## src/rtl/dmem_dump_streamer.sv

```systemverilog
// Streams NUM_WORDS data-memory words over valid/ready after end_program,
// then holds a modulo-2^32 additive checksum of everything accepted.
module dmem_dump_streamer #(
  parameter int ADDR_WIDTH = 5,
  parameter int DATA_WIDTH = 32,
  parameter int NUM_WORDS  = 32,
  parameter int BASE_ADDR  = 0
) (
  input  logic                  clk,
  input  logic                  reset,
  input  logic                  start,
  output logic                  mem_rd_en,
  output logic [ADDR_WIDTH-1:0] mem_addr,
  input  logic [DATA_WIDTH-1:0] mem_rdata,
  output logic                  out_valid,
  input  logic                  out_ready,
  output logic [DATA_WIDTH-1:0] out_data,
  output logic [ADDR_WIDTH-1:0] out_index,
  output logic                  out_last,
  output logic                  busy,
  output logic                  done,
  output logic [31:0]           checksum
);

  typedef enum logic [2:0] {S_IDLE, S_REQ, S_CAP, S_SEND, S_DONE} state_t;

  localparam logic [ADDR_WIDTH-1:0] LAST_IDX = ADDR_WIDTH'(NUM_WORDS - 1);
  localparam logic [ADDR_WIDTH-1:0] BASE     = ADDR_WIDTH'(BASE_ADDR);

  state_t                state;
  logic [ADDR_WIDTH-1:0] idx;
  logic [31:0]           word32;

  // Checksum accumulates the low 32 bits of each word (zero-extended if narrower).
  if (DATA_WIDTH >= 32) begin : g_wide
    assign word32 = out_data[31:0];
  end else begin : g_narrow
    assign word32 = {{(32 - DATA_WIDTH){1'b0}}, out_data};
  end

  // Strobes are pure decodes of the state register, so reset clears them at once.
  assign mem_rd_en = (state == S_REQ);
  assign mem_addr  = BASE + idx;
  assign busy      = (state == S_REQ) || (state == S_CAP) || (state == S_SEND);
  assign done      = (state == S_DONE);

  // NOTE: all state below uses non-blocking assignments so every register
  // samples pre-edge values, independent of statement order.
  always_ff @(posedge clk or negedge reset) begin
    if (!reset) begin
      state     <= S_IDLE;
      idx       <= '0;
      checksum  <= '0;
      out_data  <= '0;
      out_index <= '0;
      out_valid <= 1'b0;
      out_last  <= 1'b0;
    end else begin
      case (state)
        S_IDLE, S_DONE: begin
          if (start) begin
            idx      <= '0;
            checksum <= '0;
            state    <= S_REQ;
          end
        end
        S_REQ: state <= S_CAP;
        S_CAP: begin
          out_data  <= mem_rdata;
          out_index <= idx;
          out_last  <= (idx == LAST_IDX);
          out_valid <= 1'b1;
          state     <= S_SEND;
        end
        S_SEND: begin
          // Word is held here under backpressure; memory is not re-read.
          if (out_ready) begin
            checksum  <= checksum + word32;
            out_valid <= 1'b0;
            if (out_last) begin
              state <= S_DONE;
            end else begin
              idx   <= idx + ADDR_WIDTH'(1);
              state <= S_REQ;
            end
          end
        end
        default: state <= S_IDLE;
      endcase
    end
  end

endmodule
```

## config.mk

```make
export PLATFORM = sky130hd
export DESIGN_NAME = dmem_dump_streamer
export DESIGN_NICKNAME = d
export VERILOG_FILES = /design/src/rtl/dmem_dump_streamer.sv
export SDC_FILE = /design/constraint.sdc
export NUM_CORES = 1
export LEC_CHECK = 0
export BUFFER_PORTS_ARGS = -buffer_cell sky130_fd_sc_hd__clkbuf_2
export CAP_MARGIN = 20
export CORE_MARGIN = 5
export CORE_UTILIZATION = 54
export CTS_BUF_LIST = sky130_fd_sc_hd__clkbuf_16
export DETAILED_ROUTE_END_ITERATION = 6
export GPL_TIMING_DRIVEN = 0
export PLACE_DENSITY = 0.91
export SLEW_MARGIN = 20
export SYNTH_ARGS = -nofsm -noshare
export SYNTH_HDL_FRONTEND = slang
export SYNTH_SLANG_ARGS = --single-unit
```

## constraint.sdc

```tcl
create_clock -name clk -period 3 [get_ports clk]
set_input_delay 0.6 -clock clk [delete_from_list [all_inputs] [get_ports clk]]
set_output_delay 0.6 -clock clk [all_outputs]
set_load 0.01 [all_outputs]
```

# --- Word-level counts from Yosys, hierarchy flattened ---
# Index checks and enable logic that the tools add are counted.
totals:
  regBits: 79
  latch_bits: 0
  ram_bits: 0
  rom_bits: 0
  input_bits: 36
  output_inout_bits: 79
  n_memories: 0
classes:
  add_sub_neg: 2
  mul: 0
  div_mod_pow: 0
  order_cmp: 0
  n_eq_ne: 8
  shifts: 0
  muxes: 13
  bitwise: 0
  n_reduce_logical: 10
op_table:
  columns: ["operator", "n"]
  rows:
  - ["32-bit 2-to-1 mux", 2]
  - ["32-bit one-hot mux with 2 select lines", 1]
  - ["32-bit adder", 1]
  - ["5-bit 2-to-1 mux", 3]
  - ["3-bit one-hot mux with 4 select lines", 1]
  - ["5-bit one-hot mux with 2 select lines", 1]
  - ["3-bit 2-to-1 mux", 3]
  - ["3-bit by 2-bit equality test with 1-bit output, second input constant", 2]
  - ["2-bit != test, second input constant", 3]
  - ["5-bit by 1-bit adder with 5-bit output, second input constant", 1]
  - ["5-bit equality test, second input constant", 1]
  - ["2-bit AND reduction", 2]
  - ["4-bit AND reduction", 1]
  - ["2-bit nonzero test", 2]
  - ["3-bit by 1-bit equality test with 1-bit output, second input constant", 1]
  - ["3-bit equality test, second input constant", 1]
  - ["3-bit zero test", 1]
  - ["3-bit AND reduction", 1]
  - ["1-bit logical OR", 2]
  - ["1-bit one-hot mux with 2 select lines", 1]
  - ["2-bit OR reduction", 1]
  - ["1-bit 2-to-1 mux", 1]

# --- Depth between registers and ports, before layout ---
logic_depth:
  ltp_word: 4
  mapped_depth: 10
  depth_no_buf: 10

# --- Worst setup path after synthesis ---
# Ideal clock, no wire load.
synth_path:
  path_kind: "register -> register"
  startpoint: "reg out_data[3]"
  endpoint: "reg checksum[29]"
  setup_ps: 126
  arrival_ps: 2191
  required_ps: 2874
  path_slack_ps: 682
  path_stages_with_launch: 9
  synth_period_minus_slack_ps: 2318
  cell_sequence: "dfrtp_1 > ha_1 > o211ai_1 > o211ai_2 > a21boi_2 > o31ai_2 > a31oi_1 > o31a_1 > a311o_1"
synth_via:
  elab_chain_len: 3
synth_lines:
  columns: ["item", "line_no", "text"]
  rows:
  - ["start, declared", "17", "output logic [DATA_WIDTH-1:0] out_data,"]
  - ["start signal, assigned", "69", "out_data <= mem_rdata;"]
  - ["32-bit adder", "78", "checksum <= checksum + word32;"]
  - ["32-bit 2-to-1 mux", "77", "if (out_ready) begin"]
  - ["32-bit one-hot mux with 2 select lines", "59", "case (state)"]
  - ["end signal, assigned", "78", null]
  - ["end, declared", "22", "output logic [31:0] checksum"]
# No other way between the ends. The select of a mux whose other input is x is not followed.
# A chain may end at the register's enable or synchronous reset.

# --- Final worst setup path ---
layout_path:
  startpoint: "reg checksum[1]"
  endpoint: "reg checksum[29]"
layout_via:
  elab_chain_len: 3
layout_lines:
  columns: ["item", "line_no"]
  rows:
  - ["32-bit adder", "78"]
  - ["32-bit 2-to-1 mux", "77"]
  - ["32-bit one-hot mux with 2 select lines", "59"]
# No other way between the ends. The select of a mux whose other input is x is not followed.

==> metrics.md <==
| Metric | Value |
|---|---|
| Status | completed |
| Worst Setup End Kind | flip-flop |
| First-pass GRT wire length | 21300 um |
| Die W | around 100 um |
| Synth cell types | 58 |
| Layout Nets | a little under 700 |
| Max transition margin | between 50% and 60% |
| Max Freq | approximately 0.35 GHz |
| Synth warn | 0 |
| Clock Pin Slew Worst Setup and Hold Paths | 60 ps |
| TritonCTS clock tree | built |
| GRT Resource Usage Total | 23.2% |
| Fin. Hold Viols | 0 |
| Seq cells post-synth | 79 |
| CTS sink cnt | between 70 and 80 |
| Yosys top cell by area | dfrtp_1 |
| Vias per cell | 5.92 |
| Via Count | approximately 4.3k |
| Worst-skew pair later-pin latency | roughly 340 ps |
| Final ANT Viol Nets | 0 |
| Largest net degree at the start of global routing | 48 |
| Row Count | 34 |
| Mapped Area | 0.00484 mm^2 |
| Layout area overhead | 22.2% |
| CTS buffer count | 9 |
| Leak Pwr | roughly 0.0028 uW |
| Dpl ws | 269 ps |
| IO buf count | between 100 and 150 |
| Tcrit/Tclk final | 94.9% |
| Least-Margin Pin Slew | approximately 700 ps |
| # resized after CTS | 0 |
| Area post-placement | approximately 0.0056 mm^2 |
| Post-synth EDFFs | 0 |
| Worst Skew | approximately 8.5 ps |
| Max cap viols | 0 |
| CTS root buffer | clkbuf_16 |
| Most common cell in the netlist | dfrtp_1 |
| Initial antenna violation count | 0 |
| Synth top area cells | dfrtp_1, mux2_2, ha_1, a21oi_1, o21ai_0 |
| Core Region | between 0.008 and 0.009 mm^2 |
| Syn Inst Count | a little under 500 |
| Final setup fails | 0 |
| Synth Area per Inst | around 9.9 um^2 |
| CTS H-tree depth | 3 |
| Sequential area share after synthesis | 40.9% |
| Cell Pwr Density | about 1500 mW/mm^2 |
| Routed WL | 12800 um |
| DR iter-0 viols | roughly 260 |
| Die Height | approximately 100 um |
| RSZ-0062 raised after global routing | no |
| Hpwl dp | between 9000 and 10000 um |
| Initial Util | a little under three fifths |
| VDD IR max | about 0.65 mV |
| Crit start category | flip-flop |
| Tmin final | around 2800 ps |
| Avg WL per Cell | 17.6 um |
| GP Congestion | ~0.97 |
| Fin Setup TNS | 0 ps |
| Final Max Slew Viols | 0 |
| Postcts setup bufs | 0 |
| DRC viols | 0 |
| Final setup margin | 154 ps |
| Asr flop ratio synth | 100% |
| GRT overflow | 0 |
| Share of cells above drive strength 1 | a little under a third |
| Min-delay worst type | in2async |
| Synth top area share | between 40 and 50% |
| WS Path Type | reg2reg |
| Most instantiated cells after synthesis | dfrtp_1, a21oi_1, o21ai_0, nand2_1 |
| Hold buffers post-CTS | 0 |
| Main synth FF type | dfrtp_1 |
| Critical Path RT | between 3000 and 4000 ps |
| First-pass DRT Iterations | 5 |
| Net count of the mapped netlist | 559 |
| Number of global-route vias before repair | between 4k and 5k |
| Diodes inserted | 0 |
| # IOs | roughly 120 |
| Clock Tree Buf Depth | 2 |
| Crit path arrival time | slightly above 3000 ps |
| Die ar. | 0.0110 mm^2 |
| Post-route cell area | about 0.006 mm^2 |
| Critical-path maximum fanout | 4 |
==> cell type report <==
type / instances / area [um^2]
clock buffer: 9 / 225
fill: 667 / 2810
buffer: 23 / 165
multi-input combinational: 370 / 2630
clock inverter: 7 / 113
inverter: 17 / 63.8
timing repair buffer: 115 / 601
sequential: 79 / 1980
tap: 108 / 135
==> routing by layer <==
layer	global-route usage (%)	vias up	share of wire, %
li1	-	2047	-
met5	0	-	0
met1	30.6	2018	43
met2	37.1	204	46
met4	8.68	0	3.1
met3	5.98	42	7.8
==> metrics by stage <==
step	hold slack [ps]	std cells	power [uW]	utilization (%)
finish	241	728	8700	67.8
global route	288	728	9370	67.8
CTS	263	728	8660	67.8
detailed placement	481	712	7310	63.9
global placement	462	711	7120	63.6
floorplan	304	489	5830	-
==> sequential cells by signal, summed over array words and instances (netlist names) <==
name	count
out_index	5
out_valid	1
state	3
out_data	32
out_last	1
checksum	32
idx	5
==> path summary, 6_finish.rpt <==
| kind | cells past startpoint | start | slack, ps | to |
|---|---|---|---|---|
| setup reg to reg | 8 | checksum[1] | 150 | checksum[29] |
| hold / removal | 1 | reset | 240 | out_data[25] |
| setup / recovery | 8 | checksum[1] | 150 | checksum[29] |
| max in group asynchronous | 2 | reset | 2160 | out_data[1] |
| hold reg to reg | 1 | checksum[31] | 480 | checksum[31] |
| min in group clk | 2 | start | 480 | idx[3] |
==> cells by family (layout without fill, tap and decap cells) <==
logic type	after synthesis	after routing	synth area share (%)
buffers and inverters	40	171	4.73
multiplexers	39	39	9.03
flip-flops	79	79	40.9
adder cells (fa/ha/maj)	34	34	8.95
AND/OR/NAND/NOR	133	133	13.2
AO/OA/AOI/OAI	138	138	18.5
XOR/XNOR	26	26	4.71
==> worst max-delay path: stages, from the launching register on <==
cell and delay, ps:
dfrtp_1 410, ha_1 310, a211oi_1 410, o211ai_2 180, a21boi_2 280, o31ai_2 150
a31oi_1 510, nor2_1 140, a311o_1 340
==> report_power, final <==
group          total [uW]  leakage [uW]  switching (uW)  internal, uW
registers            2020      0.000968             443          1580
clock network        1260      0.000171             450           809
logic                5420       0.00167            3160          2270
total                8700       0.00281            4050          4660
==> layout by cell type (no fill, tap or decap), types with 16 or more instances in the layout <==
cell / synthesis / layout
nand2_1: 38 / 38
a21oi_1: 44 / 44
xor2_1: 16 / 16
mux2_2: 37 / 37
nand3_1: 37 / 37
inv_1: 17 / 18
clkbuf_2: 2 / 115
o21ai_0: 41 / 41
dfrtp_1: 79 / 79
nor2_1: 22 / 22
ha_1: 33 / 33
Power figures use the tool's default switching activity.
